$ cat src/rtl/arcanoid_pkg.sv
// Shared encodings and screen constants for the Arkanoid game sequencer
// and the ball movers that run beside it in the pclk domain.
package arcanoid_pkg;

    localparam int SCREEN_W     = 1024;
    localparam int SCREEN_H     = 768;
    localparam int FLOOR_Y      = 760;
    localparam int LIVES        = 3;
    localparam int LOST_FRAMES  = 90;
    localparam int CLEAR_FRAMES = 60;

    localparam int BRICKS  = 16;
    localparam int Y_W     = 12;
    localparam int SCORE_W = 10;
    localparam int LEVEL_W = 4;
    localparam int LIVES_W = 2;

    localparam logic [SCORE_W-1:0] SCORE_MAX = '1;

    typedef enum logic [2:0] {
        ST_READY = 3'd0,
        ST_PLAY  = 3'd1,
        ST_LOST  = 3'd2,
        ST_CLEAR = 3'd3,
        ST_OVER  = 3'd4
    } state_e;

endpackage

$ cat src/rtl/arcanoid_game_ctl_if.sv
// Game-control bundle between the video/ball datapath (master) and the
// frame-rate game sequencer (slave).
interface arcanoid_game_ctl_if;
    import arcanoid_pkg::*;

    logic               vsync_in;
    logic               mouse_left;
    logic [Y_W-1:0]     y_pos;
    logic [BRICKS-1:0]  blocks_in;

    logic [2:0]         state;
    logic               ball_run;
    logic               ball_hold;
    logic               blocks_reload;
    logic [LIVES_W-1:0] lives;
    logic [SCORE_W-1:0] score;
    logic [LEVEL_W-1:0] level;

    modport master (
        output vsync_in,
        output mouse_left,
        output y_pos,
        output blocks_in,
        input  state,
        input  ball_run,
        input  ball_hold,
        input  blocks_reload,
        input  lives,
        input  score,
        input  level
    );

    modport slave (
        input  vsync_in,
        input  mouse_left,
        input  y_pos,
        input  blocks_in,
        output state,
        output ball_run,
        output ball_hold,
        output blocks_reload,
        output lives,
        output score,
        output level
    );

endinterface

$ cat src/rtl/arcanoid_game_ctl_frame_tick_gen.sv
// Vsync rising-edge detector: one registered tick per video frame.
module frame_tick_gen (
    input  logic clk,
    input  logic rst_n,
    input  logic vsync_in,
    output logic tick
);

    logic vsync_q;
    logic vsync_d;
    logic tick_q;
    logic tick_d;

    always_comb begin
        vsync_d = vsync_in;
        tick_d  = vsync_in & ~vsync_q;
    end

    always_ff @(posedge clk) begin
        if (!rst_n) begin
            vsync_q <= 1'b0;
            tick_q  <= 1'b0;
        end else begin
            vsync_q <= vsync_d;
            tick_q  <= tick_d;
        end
    end

    assign tick = tick_q;

endmodule

$ cat src/rtl/arcanoid_game_ctl.sv
// Frame-rate game sequencer: ball hold/run/freeze, lives, score, level
// and brick-wall reload, all decided once per video frame.
module arcanoid_game_ctl #(
    parameter int LIVES        = arcanoid_pkg::LIVES,
    parameter int FLOOR_Y      = arcanoid_pkg::FLOOR_Y,
    parameter int LOST_FRAMES  = arcanoid_pkg::LOST_FRAMES,
    parameter int CLEAR_FRAMES = arcanoid_pkg::CLEAR_FRAMES
) (
    input  logic                pclk,
    input  logic                reset,
    arcanoid_game_ctl_if.slave  bus
);

    import arcanoid_pkg::*;

    localparam int CNT_MAX = (LOST_FRAMES > CLEAR_FRAMES) ?
                             LOST_FRAMES : CLEAR_FRAMES;
    localparam int CNT_W   = $clog2(CNT_MAX + 1);

    localparam logic [CNT_W-1:0]   LOST_LAST  = CNT_W'(LOST_FRAMES - 1);
    localparam logic [CNT_W-1:0]   CLEAR_LAST = CNT_W'(CLEAR_FRAMES - 1);
    localparam logic [CNT_W-1:0]   CNT_ONE    = CNT_W'(1);
    localparam logic [LIVES_W-1:0] LIVES_INIT = LIVES_W'(LIVES);
    localparam logic [Y_W-1:0]     FLOOR      = Y_W'(FLOOR_Y);

    function automatic logic [4:0] popcount16(input logic [BRICKS-1:0] v);
        logic [4:0] n;
        n = '0;
        for (int i = 0; i < BRICKS; i++) begin
            n = n + 5'(v[i]);
        end
        return n;
    endfunction

    logic tick;

    frame_tick_gen u_tick (
        .clk      (pclk),
        .rst_n    (reset),
        .vsync_in (bus.vsync_in),
        .tick     (tick)
    );

    state_e             state_q,  state_d;
    logic [CNT_W-1:0]   cnt_q,    cnt_d;
    logic [LIVES_W-1:0] lives_q,  lives_d;
    logic [SCORE_W-1:0] score_q,  score_d;
    logic [LEVEL_W-1:0] level_q,  level_d;
    logic [BRICKS-1:0]  prev_q,   prev_d;
    logic               reload_q, reload_d;
    logic               click_q,  click_d;
    logic               mouse_q,  mouse_d;

    logic               click_rise;
    logic [4:0]         gained;
    logic [SCORE_W:0]   score_sum;

    always_comb begin
        state_d  = state_q;
        cnt_d    = cnt_q;
        lives_d  = lives_q;
        score_d  = score_q;
        level_d  = level_q;
        prev_d   = prev_q;
        reload_d = 1'b0;
        mouse_d  = bus.mouse_left;

        // An edge landing on the tick cycle survives to the next tick.
        click_rise = bus.mouse_left & ~mouse_q;
        click_d    = click_rise | (click_q & ~tick);

        gained    = popcount16(prev_q & ~bus.blocks_in);
        score_sum = {1'b0, score_q} + (SCORE_W + 1)'(gained);

        if (tick) begin
            prev_d = bus.blocks_in;
        end

        case (state_q)
            ST_READY: begin
                if (tick && click_q && lives_q != '0) begin
                    state_d = ST_PLAY;
                end
            end
            ST_PLAY: begin
                if (tick) begin
                    if (score_sum > {1'b0, SCORE_MAX}) begin
                        score_d = SCORE_MAX;
                    end else begin
                        score_d = score_sum[SCORE_W-1:0];
                    end
                    // A cleared wall wins over a ball lost in the same frame.
                    if (bus.blocks_in == '0) begin
                        state_d = ST_CLEAR;
                        cnt_d   = '0;
                    end else if (bus.y_pos >= FLOOR) begin
                        state_d = ST_LOST;
                        cnt_d   = '0;
                        if (lives_q != '0) begin
                            lives_d = lives_q - LIVES_W'(1);
                        end
                    end
                end
            end
            ST_LOST: begin
                if (tick) begin
                    if (cnt_q == LOST_LAST) begin
                        cnt_d   = '0;
                        state_d = (lives_q == '0) ? ST_OVER : ST_READY;
                    end else begin
                        cnt_d = cnt_q + CNT_ONE;
                    end
                end
            end
            ST_CLEAR: begin
                if (tick) begin
                    if (cnt_q == CLEAR_LAST) begin
                        cnt_d    = '0;
                        state_d  = ST_READY;
                        level_d  = level_q + LEVEL_W'(1);
                        reload_d = 1'b1;
                    end else begin
                        cnt_d = cnt_q + CNT_ONE;
                    end
                end
            end
            ST_OVER: begin
                if (tick && click_q) begin
                    state_d  = ST_READY;
                    lives_d  = LIVES_INIT;
                    score_d  = '0;
                    level_d  = '0;
                    reload_d = 1'b1;
                end
            end
            default: begin
                state_d = ST_READY;
                cnt_d   = '0;
            end
        endcase
    end

    always_ff @(posedge pclk) begin
        if (!reset) begin
            state_q  <= ST_READY;
            cnt_q    <= '0;
            lives_q  <= LIVES_INIT;
            score_q  <= '0;
            level_q  <= '0;
            prev_q   <= '1;
            reload_q <= 1'b0;
            click_q  <= 1'b0;
            mouse_q  <= 1'b0;
        end else begin
            state_q  <= state_d;
            cnt_q    <= cnt_d;
            lives_q  <= lives_d;
            score_q  <= score_d;
            level_q  <= level_d;
            prev_q   <= prev_d;
            reload_q <= reload_d;
            click_q  <= click_d;
            mouse_q  <= mouse_d;
        end
    end

    assign bus.state         = state_q;
    assign bus.ball_run      = (state_q == ST_PLAY);
    assign bus.ball_hold     = (state_q == ST_READY);
    assign bus.blocks_reload = reload_q;
    assign bus.lives         = lives_q;
    assign bus.score         = score_q;
    assign bus.level         = level_q;

endmodule

$ cat src/flat_wrapper.sv
// flat-port wrapper written by rule: the top's interface ports become plain ports
module arcanoid_game_ctl_flat import arcanoid_pkg::*;
#(
    parameter int LIVES        = arcanoid_pkg::LIVES,
    parameter int FLOOR_Y      = arcanoid_pkg::FLOOR_Y,
    parameter int LOST_FRAMES  = arcanoid_pkg::LOST_FRAMES,
    parameter int CLEAR_FRAMES = arcanoid_pkg::CLEAR_FRAMES
)
  (pclk, reset, bus_vsync_in, bus_mouse_left, bus_y_pos, bus_blocks_in, bus_state, bus_ball_run, bus_ball_hold, bus_blocks_reload, bus_lives, bus_score, bus_level);
  arcanoid_game_ctl_if bus_i ();
  input  logic pclk;
  input  logic reset;
  input wire logic [$bits(bus_i.vsync_in)-1:0] bus_vsync_in;
  input wire logic [$bits(bus_i.mouse_left)-1:0] bus_mouse_left;
  input wire logic [$bits(bus_i.y_pos)-1:0] bus_y_pos;
  input wire logic [$bits(bus_i.blocks_in)-1:0] bus_blocks_in;
  output wire logic [$bits(bus_i.state)-1:0] bus_state;
  output wire logic [$bits(bus_i.ball_run)-1:0] bus_ball_run;
  output wire logic [$bits(bus_i.ball_hold)-1:0] bus_ball_hold;
  output wire logic [$bits(bus_i.blocks_reload)-1:0] bus_blocks_reload;
  output wire logic [$bits(bus_i.lives)-1:0] bus_lives;
  output wire logic [$bits(bus_i.score)-1:0] bus_score;
  output wire logic [$bits(bus_i.level)-1:0] bus_level;
  assign bus_i.vsync_in = bus_vsync_in;
  assign bus_i.mouse_left = bus_mouse_left;
  assign bus_i.y_pos = bus_y_pos;
  assign bus_i.blocks_in = bus_blocks_in;
  assign bus_state = bus_i.state;
  assign bus_ball_run = bus_i.ball_run;
  assign bus_ball_hold = bus_i.ball_hold;
  assign bus_blocks_reload = bus_i.blocks_reload;
  assign bus_lives = bus_i.lives;
  assign bus_score = bus_i.score;
  assign bus_level = bus_i.level;
  arcanoid_game_ctl #(.LIVES(LIVES), .FLOOR_Y(FLOOR_Y), .LOST_FRAMES(LOST_FRAMES), .CLEAR_FRAMES(CLEAR_FRAMES)) u_core (.pclk(pclk), .reset(reset), .bus(bus_i));
endmodule
$ cat config.mk
export PLATFORM = sky130hd
export DESIGN_NAME = arcanoid_game_ctl_flat
export DESIGN_NICKNAME = d
export VERILOG_FILES = /design/src/rtl/arcanoid_pkg.sv /design/src/rtl/arcanoid_game_ctl_if.sv /design/src/rtl/arcanoid_game_ctl_frame_tick_gen.sv /design/src/rtl/arcanoid_game_ctl.sv /design/src/flat_wrapper.sv
export SDC_FILE = /design/constraint.sdc
export NUM_CORES = 1
export LEC_CHECK = 0
export CAP_MARGIN = 10
export CORE_MARGIN = 10
export CORE_UTILIZATION = 45
export DETAILED_ROUTE_END_ITERATION = 10
export DONT_BUFFER_PORTS = 1
export PLACE_DENSITY_LB_ADDON = 0.15
export SKIP_CTS_REPAIR_TIMING = 1
export SKIP_LAST_GASP = 1
export SYNTH_ARGS = -nofsm -noshare
export SYNTH_HDL_FRONTEND = slang
export SYNTH_SLANG_ARGS = --single-unit
export TNS_END_PERCENT = 20
$ cat constraint.sdc
create_clock -name pclk -period 12.9 [get_ports pclk]
set_clock_uncertainty 0.1 [all_clocks]
set_input_delay 2.58 -clock pclk [delete_from_list [all_inputs] [get_ports pclk]]
set_output_delay 2.58 -clock pclk [all_outputs]
set_load 0.01 [all_outputs]
==> results.txt <==
The run finished with clean final reports. In the detailed route, the total length drawn on met3 is 639 um. The number of max-slew violations in the final report was 0. The gate count of the mapped netlist came out at 323. The worst reg-to-reg setup slack came out at 7.37 ns. Of the post-synthesis cell area, the dominant cell type holds 0.323. The data arrival time of the critical path is 7.51 ns.

By area, the combinational part of the netlist is dominated by simple AND/OR/NAND/NOR gates. The complex-gate fraction of the synthesized area came to 0.169. The post-layout utilization of the core is 0.485. The class of the most critical hold timing path is register to register. The cell area that synthesis handed to floorplanning was 2910 um2. Hold timing on the final database bottoms out at a slack of 0.291 ns. The number of antenna repair diodes is 0. TritonCTS created 5 clock buffers. Of the available clock period, the critical path in the final layout requires 0.574. Counting flops with a built-in enable in the synthesized netlist gives 0. The slew at the pin with the worst max-slew slack came out at 0.548 ns. The share of total power dissipated in combinational logic is 0.335. For this run the aggregate overflow at the end of global routing stands at 0. In the final layout, the share of cells above drive strength 1 is 0.0784. After clock tree synthesis, the clock-pin slew on the worst setup and hold paths is 0.09 ns.

The top fanout value on the critical path is 7. The wire length of the first global-routing pass came out at 10800 um. STA classifies the critical path startpoint as an input port. The number of antenna-violating nets in the routed design came out at 0. The post-synthesis share of cell area spent on xor and xnor gates is 0.0150.

The sum of met2 wire segment lengths after detailed routing is 2910 um. The total power per unit cell area came out at 130 nW/um2. The I/O pin total is 54. The wire length per cell came out at 16.2 um. The HPWL after detailed placement is 4910 um. The die height came out at 100 um.

The die span in x came out at 100 um. The multiplexer area fraction after synthesis came out at 0.0627. The final layout contains routed wiring with a total length of 6420 um.

The clock tree buffer depth is 2. The internal power came out at 0.000274 W. The highest clock rate is 0.135 GHz.

The hold violation total from the final report came to 0. For this configuration, the core starts out at a cell density of 0.462. The final period demand of the worst path came out at 7.40 ns.

The synthesis-stage register bit count is 47. The relative max-transition margin is 0.634. The length of routed wiring on met1 came out at 2810 um. The count of standard-cell rows is 29. The warning count from the yosys run is 0. Routability-driven placement finished with a final weighted congestion of 0.828. The number of antenna violations at the first check in global routing came out at 0. dfxtp_1 takes more of the synthesized area than any other cell.

The maximum vdd ir drop is 0.106 mV. Each instance of the synthesized netlist takes up on average 9.02 um2. The iteration count of the initial detailed-routing pass is 4. The leakage power is 1.22 nW. After synthesis, the netlist uses 64 different library cells. The number of clock sinks seen by CTS came out at 47. Across every metal layer, demand over resource in global routing totals 0.131.

The number of nets in the layout is 376. The post-synth net total came out at 381. Setup repair after global routing left no endpoint under its margin. The final-layout fill cell count came out at 626. After detailed routing, the number of remaining DRC violations is 0.

The number of vias per cell after detailed routing is 5.69. The critical path in this run is classified as input port to register. The area of the core region came out at 6310 um2. The post-synthesis async set-or-reset flop share came out at 0. The H-tree generated during clock tree synthesis spans 2 levels. Of the total synthesized cell area, the portion taken by AND, OR, NAND and NOR gates is 0.233. The number of port buffers is 0.

The number of max-capacitance violations reported is 0. The die area is 10100 um2. The share of total power dissipated in the clock network is 0.289.

The highest layer touched by signal routing is met4. The final instance count without filler cells came out at 396. The post-synthesis share of cell area spent on full adders, half adders and majority gates came out at 0.140.

The area growth from synthesis to layout is 5.02%. The switching power share of the total came out at 0.311. STA classifies the critical path endpoint as a register.

The share of the Yosys chip area taken by registers is 0.323. Among all flip-flop cells after synthesis, the most frequent one is dfxtp_1. The pin count of the biggest net entering global routing came out at 42. The tree is rooted in a clkbuf_8. The switching power of the nets is 0.000124 W. For this block, the initial DRC count from the detailed router was 89. After detailed placement, the design holds a cell count of 388.

The number of vias in the routed layout is 2255. The number of endpoints failing setup at the final stage is 0. The CTS tree is yes. The share of power burned in registers came out at 0.375.

In the post-synthesis netlist, the biggest area contributors are dfxtp_1 (32%), fa_1 (7.6%), ha_1 (6.4%). The required time of the worst setup path is 13.01 ns. The aggregate negative setup slack came out at 0 ns. The clock latency reported for the late side of the worst-skew pair came out at 0.31 ns. The via count of the first global-routing pass came to 2236.
[sequential cells by signal, indices dropped and copies added (netlist names)]
register / flops
u_core.bus.level: 4
u_core.cnt_q: 7
u_core.mouse_q: 1
u_core.u_tick.vsync_q: 1
u_core.prev_q: 16
u_core.bus.state: 3
u_core.bus.blocks_reload: 1
u_core.bus.lives: 2
u_core.u_tick.tick: 1
u_core.bus.score: 10
u_core.click_q: 1
[synthesized netlist by cell type (5+ instances only)]
| cell | instances |
|---|---|
| nor2b_1 | 9 |
| nand3_1 | 11 |
| nand2b_1 | 10 |
| o21ai_0 | 7 |
| a21oi_1 | 17 |
| buf_2 | 7 |
| nor4_1 | 5 |
| or3_1 | 5 |
| nor2_1 | 12 |
| o211ai_1 | 5 |
| inv_1 | 25 |
| fa_1 | 11 |
| ha_1 | 15 |
| a21o_1 | 5 |
| mux2i_1 | 16 |
| dfxtp_1 | 47 |
| nand2_1 | 38 |
[kinds of logic after synthesis]
logic type,Yosys count
buffers and inverters,38
AO/OA/AOI/OAI,68
XOR/XNOR,5
multiplexers,18
adder cells (fa/ha/maj),26
AND/OR/NAND/NOR,121
flip-flops,47
[stage by stage]
stage	worst slack (ns)	total power [W]	instance area (um2)
CTS	5.45	0.000405	3060
floorplan	5.46	0.000268	2910
global route	5.06	0.000432	3060
finish	5.50	0.000398	3060
global placement	5.16	0.000286	2940
detailed placement	5.12	0.000290	2940
[worst max-delay path: stages]
cell	delay (ns)
nor2b_1	0.03
ha_1	0.28
inv_1	0.06
fa_1	0.50
fa_1	0.51
fa_1	0.53
fa_1	0.52
fa_1	0.47
fa_1	0.41
xnor2_1	0.14
ha_1	0.32
nand3b_1	0.12
a21boi_0	0.14
o21bai_1	0.46
o21ai_0	0.18
a22o_1	0.25
[final cells by class]
type / instances / area, um2 / area share
timing repair buffer: 1 / 7.51 / 0.00245
multi-input combinational: 238 / 1800 / 0.590
sequential: 47 / 941 / 0.307
inverter: 25 / 93.8 / 0.0307
clock buffer: 6 / 82.6 / 0.0270
clock inverter: 2 / 35.0 / 0.0114
tap: 77 / 96.3 / 0.0315
[per-layer routing]
layer / vias up / GRT usage
met1: 1049 / 0.158
met4: 0 / 0.0348
met5: - / 0
met3: 5 / 0.0617
met2: 65 / 0.203
li1: 1136 / -
[power by group through the flow]
stage               Combinational, W  Clock, W  Sequential (W)
finish                      0.000133  0.000115        0.000149
global placement            0.000133         0        0.000153
global route                0.000157  0.000125        0.000150
floorplan                   0.000115         0        0.000152
CTS                         0.000137  0.000119        0.000149
detailed placement          0.000137         0        0.000153
[cells in the final DEF, fill, tap and decap left out, types with 3 or more instances in the layout]
cell type  synthesis  routed
ha_1              15      15
or3_1              5       5
nor2b_1            9       9
a21oi_1           17      17
nor2_1            12      12
o22ai_1            3       3
nand3_1           11      11
nor4_1             5       5
o31ai_1            4       4
nor3_1             4       4
o211ai_1           5       5
nand2_1           38      38
clkbuf_8           1       6
a21o_1             5       5
nand2b_1          10      10
and2_1             3       3
a311oi_1           3       3
dfxtp_1           47      47
o21ai_0            7       7
inv_1             25      25
or2_2              4       4
fa_1              11      11
xnor2_1            3       3
mux2i_1           16      16
[worst paths after layout]
path                                         start                                to  cells after the start
setup / recovery                  bus_blocks_in[0]  u_core.bus.score[5]$_SDFFE_PN0P_                     16
setup reg to reg     u_core.prev_q[0]$_SDFFE_PN1P_  u_core.bus.score[5]$_SDFFE_PN0P_                     16
hold reg to reg   u_core.u_tick.vsync_q$_SDFF_PN0_     u_core.u_tick.tick$_SDFF_PN0_                      1
hold / removal    u_core.u_tick.vsync_q$_SDFF_PN0_     u_core.u_tick.tick$_SDFF_PN0_                      1
Power figures use the tool's default switching activity.
